`src/rtl/instruction_fetch.sv`:
```
// Instruction fetch: sequential word fetches over a valid/ready memory port,
// in-order response buffering with PCs, and redirect-driven flush and kill.
module instruction_fetch #(
  parameter logic [31:0] RESET_PC  = 32'h0000_0000,
  parameter int          BUF_DEPTH = 3
) (
  input  logic        clk,
  input  logic        clk_en,
  input  logic        rst_n,
  output logic        imem_req_valid,
  output logic [31:0] imem_req_addr,
  input  logic        imem_req_ready,
  input  logic        imem_rsp_valid,
  input  logic [31:0] imem_rsp_data,
  input  logic        redirect_valid,
  input  logic [31:0] redirect_pc,
  output logic        id_valid,
  output logic [31:0] id_instr,
  output logic [31:0] id_pc,
  input  logic        id_ready
);
  localparam int CW = $clog2(BUF_DEPTH + 1);
  localparam int PW = $clog2(BUF_DEPTH);
  localparam logic [CW:0]   DEPTH_C = (CW + 1)'(BUF_DEPTH);
  localparam logic [PW-1:0] LAST_C  = PW'(BUF_DEPTH - 1);

  logic [31:0]   pc_q, pc_d;
  logic          run_q;
  logic [CW-1:0] out_cnt_q, out_cnt_d;
  logic [CW-1:0] kill_cnt_q, kill_cnt_d;
  logic [CW-1:0] occ_q, occ_d;
  logic [31:0]   pcq_q [BUF_DEPTH];
  logic [PW-1:0] pcq_wr_q, pcq_wr_d, pcq_rd_q, pcq_rd_d;
  logic [31:0]   buf_pc_q [BUF_DEPTH];
  logic [31:0]   buf_instr_q [BUF_DEPTH];
  logic [PW-1:0] buf_wr_q, buf_wr_d, buf_rd_q, buf_rd_d;

  logic redir, rsp, req_fire, id_pop, rsp_keep;

  function automatic logic [PW-1:0] ptr_inc(input logic [PW-1:0] p);
    return (p == LAST_C) ? '0 : p + PW'(1);
  endfunction

  // Issue: credit counts both in-flight requests and buffered entries
  assign imem_req_valid = run_q & clk_en &
                          (({1'b0, out_cnt_q} + {1'b0, occ_q}) < DEPTH_C);
  assign imem_req_addr  = pc_q;

  // Deliver: head of the buffer straight from storage
  assign id_valid = run_q & clk_en & (occ_q != '0);
  assign id_pc    = buf_pc_q[buf_rd_q];
  assign id_instr = buf_instr_q[buf_rd_q];

  assign redir    = redirect_valid & clk_en;
  assign rsp      = imem_rsp_valid & clk_en;
  assign req_fire = imem_req_valid & imem_req_ready;
  assign id_pop   = id_valid & id_ready;
  assign rsp_keep = rsp & (kill_cnt_q == '0) & ~redir;

  always_comb begin
    pc_d       = pc_q;
    kill_cnt_d = kill_cnt_q;
    pcq_wr_d   = pcq_wr_q;
    pcq_rd_d   = pcq_rd_q;
    buf_wr_d   = buf_wr_q;
    buf_rd_d   = buf_rd_q;
    out_cnt_d  = out_cnt_q + CW'(req_fire) - CW'(rsp);
    occ_d      = occ_q + CW'(rsp_keep) - CW'(id_pop);
    if (redir) begin
      // Everything still outstanding after this edge is stale, including
      // a request accepted this cycle at the old PC.
      pc_d       = {redirect_pc[31:2], 2'b00};
      kill_cnt_d = out_cnt_d;
      occ_d      = '0;
      pcq_wr_d   = '0;
      pcq_rd_d   = '0;
      buf_wr_d   = '0;
      buf_rd_d   = '0;
    end else begin
      if (req_fire) begin
        pc_d     = pc_q + 32'd4;
        pcq_wr_d = ptr_inc(pcq_wr_q);
      end
      if (rsp && (kill_cnt_q != '0)) kill_cnt_d = kill_cnt_q - CW'(1);
      if (rsp_keep) begin
        pcq_rd_d = ptr_inc(pcq_rd_q);
        buf_wr_d = ptr_inc(buf_wr_q);
      end
      if (id_pop) buf_rd_d = ptr_inc(buf_rd_q);
    end
  end

  always_ff @(posedge clk or negedge rst_n) begin
    if (!rst_n) begin
      pc_q       <= RESET_PC;
      run_q      <= 1'b0;
      out_cnt_q  <= '0;
      kill_cnt_q <= '0;
      occ_q      <= '0;
      pcq_wr_q   <= '0;
      pcq_rd_q   <= '0;
      buf_wr_q   <= '0;
      buf_rd_q   <= '0;
      for (int i = 0; i < BUF_DEPTH; i++) begin
        pcq_q[i]       <= '0;
        buf_pc_q[i]    <= '0;
        buf_instr_q[i] <= '0;
      end
    end else if (clk_en) begin
      run_q      <= 1'b1;
      pc_q       <= pc_d;
      out_cnt_q  <= out_cnt_d;
      kill_cnt_q <= kill_cnt_d;
      occ_q      <= occ_d;
      pcq_wr_q   <= pcq_wr_d;
      pcq_rd_q   <= pcq_rd_d;
      buf_wr_q   <= buf_wr_d;
      buf_rd_q   <= buf_rd_d;
      if (req_fire && !redir) pcq_q[pcq_wr_q] <= pc_q;
      if (rsp_keep) begin
        buf_pc_q[buf_wr_q]    <= pcq_q[pcq_rd_q];
        buf_instr_q[buf_wr_q] <= imem_rsp_data;
      end
    end
  end

endmodule

```
`config.mk`:
```
export PLATFORM = sky130hd
export DESIGN_NAME = instruction_fetch
export DESIGN_NICKNAME = d
export VERILOG_FILES = /design/src/rtl/instruction_fetch.sv
export SDC_FILE = /design/constraint.sdc
export NUM_CORES = 1
export LEC_CHECK = 0
export CELL_PAD_IN_SITES_DETAIL_PLACEMENT = 2
export CELL_PAD_IN_SITES_GLOBAL_PLACEMENT = 2
export CORE_ASPECT_RATIO = 0.9
export CORE_UTILIZATION = 42
export DETAILED_ROUTE_END_ITERATION = 10
export DONT_BUFFER_PORTS = 1
export PLACE_DENSITY = 0.76
export SETUP_SLACK_MARGIN = 0.4
export SYNTH_ARGS = -nofsm -noshare
export SYNTH_HDL_FRONTEND = slang
export SYNTH_SLANG_ARGS = --single-unit
```
`constraint.sdc`:
```
create_clock -name clk -period 3.9 [get_ports clk]
set_clock_uncertainty 0.15 [all_clocks]
set_input_delay 0.78 -clock clk [delete_from_list [all_inputs] [get_ports clk]]
set_output_delay 0.78 -clock clk [all_outputs]
set_load 0.1 [all_outputs]
```
==> results_dict.tcl <==
set metrics [dict create \
    start_util_pct 43.0 \
    grtUsageTotal_pct 24.3 \
    utilization_pct 50.8 \
    clockRootBuffer "clkbuf_16" \
    synthCells 1302 \
    wirelength_um 42600 \
    synth_area_leaders "dfrtp_1, mux2_2, mux2i_1" \
    areaGrowthSynthToFinish_pct 18.0 \
    synth_area_um2 14700 \
    hold_violations 274 \
    fin_setup_tns_ns 0 \
    ys_warn_count 0 \
    ant_nets 0 \
    grt.overflow.total 0 \
    status "finished with violations" \
    violations "negative hold slack" \
    port_buffers 0 \
    grt_start_max_net_pins 325 \
    ios 169 \
    cp_max_fo 17 \
    tightest_slew_ns 1.21 \
    cts.sinks 324 \
    dp_hpwl_um 26500 \
    cp.arrival_ns 2.50 \
    postSynthAreaPerCell_um2 11.3 \
    gp_congestion 0.768 \
    slew_headroom_pct 19.3 \
    ys_ff_latch 324 \
    vias 10100 \
    antenna_found_initial 1 \
    synthFlopType "dfrtp_1" \
    crit_chain "buf_4 -> o21ai_2" \
    rows 64 \
    synth_edf_count 0 \
    netlist.area_leader.share_pct 55.0 \
    cp_slowest_stage_delay_ns 0.97 \
    holdWs_ns -0.202 \
    setup_viol 0 \
    routedWlPerCell_um 23.4 \
    period_minus_slack_ns 3.43 \
    worstSkewPairLatency_ns 0.53 \
    grt_pass1_vias 11700 \
    final_nets 1410 \
    die-height_um 180 \
    synth_area_leader_cell "dfrtp_1" \
    seq_area_frac_synth_pct 55.0 \
    synthDistinctLibCells 53 \
    cap_violations 0 \
    synth_commonest_cells "dfrtp_1, mux2_2, nand2_1" \
    die_area_um2 35800 \
    cts_max_level 2 \
    numCtsBuffers 38 \
    drt_iter0_markers 256 \
    die_x_um 199 \
    yosysMostFrequentCell "dfrtp_1" \
    holdCritPathClass "in -> async" \
    clock_path_buffers 3 \
    finalMaxSlewViolations 0 \
    setup.worst_path.start_class "flop" \
    finalCritPeriodShare_pct 87.9 \
    design.core.area_um2 34300 \
    required_ns 2.97 \
    crit_slowest_cell "o21ai_2" \
    grt_setup_unrepaired "yes" \
    end_kind "output pin" \
    drive_above_1_share_pct 30.2 \
    drc 0 \
    path_clk_slew_ns 0.06 \
    ys_async_sr_fraction_pct 100 \
    fmax_mhz 292 \
    vias_per_cell 5.56 \
    grt_pass1_wl_um 67600 \
    drtPass1Iterations 4 \
    cts_tree "done" \
    crit_type "reg -> out" \
]
layout make-up:
class	instances	area (um2)
fill	3395	16900
sequential	324	8120
multi-input combinational	875	6710
clock buffer	56	1140
timing repair buffer	80	733
tap	462	578
clock inverter	13	68.8
inverter	12	45.0
antenna	1	2.50
routing by layer:
layer	wire length, um	GRT usage (%)	part of all wire (%)	vias up
li1	-	-	-	4570
met1	18200	30.9	43	5322
met2	21600	42.4	51	185
met3	1810	4.26	4.3	67
met4	959	6.56	2.3	0
met5	0	0	0	-
flip-flops by register name, indices dropped and copies added, names as in the netlist:
register	count
buf_rd_q	2
buf_instr_q	96
imem_req_addr	30
out_cnt_q	2
occ_q	2
buf_wr_q	2
buf_pc_q	93
pcq_wr_q	2
pcq_q	90
run_q	1
kill_cnt_q	2
pcq_rd_q	2
final timing paths:
kind,startpoint,end,slack (ns),cells after the start
setup / recovery,buf_rd_q[0]$_DFFE_PN0P_,id_pc[17],0.47,2
max in group asynchronous,rst_n,buf_instr_q[84]$_DFFE_PN0P_,3.02,0
min in group clk,redirect_valid,buf_rd_q[0]$_DFFE_PN0P_,0.19,1
setup reg to reg,occ_q[0]$_DFFE_PN0P_,pcq_q[15]$_DFFE_PN0P_,0.60,8
hold / removal,rst_n,buf_instr_q[91]$_DFFE_PN0P_,-0.20,0
hold reg to reg,buf_pc_q[11]$_DFFE_PN0P_,buf_pc_q[11]$_DFFE_PN0P_,0.33,2
timing repair:
item / in CTS / in global routing
hold endpoints to repair: 324 / 324
setup endpoints to repair: 59 / 2
gates resized for setup: 31 / 2
buffers inserted: 4 / 0
cell usage in the layout (no fill, tap or decap), drive strengths merged, types with 5 or more instances in the layout:
cell,Yosys,final
buf,46,80
and4,5,5
xnor2,25,25
nor4,11,11
mux2i,94,94
o21ai,123,123
ha,7,7
nand4,12,12
nor3,8,8
nor2,104,104
xor2,9,9
inv,12,12
mux2,187,187
dfrtp,324,324
and3,5,5
nand3,12,12
nand2,139,139
clkinv,0,13
clkbuf,46,56
a21oi,99,99
cell families (layout without fill, tap and decap cells):
family                   after synthesis  after routing  share of synthesized area [%]
AO/OA/AOI/OAI                        232            232                           8.11
AND/OR/NAND/NOR                      318            318                           9.79
flip-flops                           324            324                           55.0
XOR/XNOR                              34             34                           2.02
adder cells (fa/ha/maj)                8              8                          0.730
buffers and inverters                104            161                           3.17
other                                  1              3                         0.0254
multiplexers                         281            281                           21.2
worst max-delay path, delay by kind of cell (launching register included):
kind / cells / cell delay (ns)
AO/OA/AOI/OAI: 1 / 0.97
flip-flops: 1 / 0.64
buffers and inverters: 1 / 0.34
through the flow:
stage	std cells	area (um2)	hold WS, ns	setup slack, ns
2_1_floorplan	1303	15000	0.300	0.291
3_3_place_gp	1749	15900	0.311	0.691
3_5_place_dp	1749	15900	0.324	0.602
4_1_cts	1822	17400	-0.219	0.275
5_1_grt	1823	17400	-0.224	0.384
6_report	1823	17400	-0.202	0.471
Power is not shown: default switching activity piles up to over one toggle a cycle in this logic, so the estimate is an artifact.
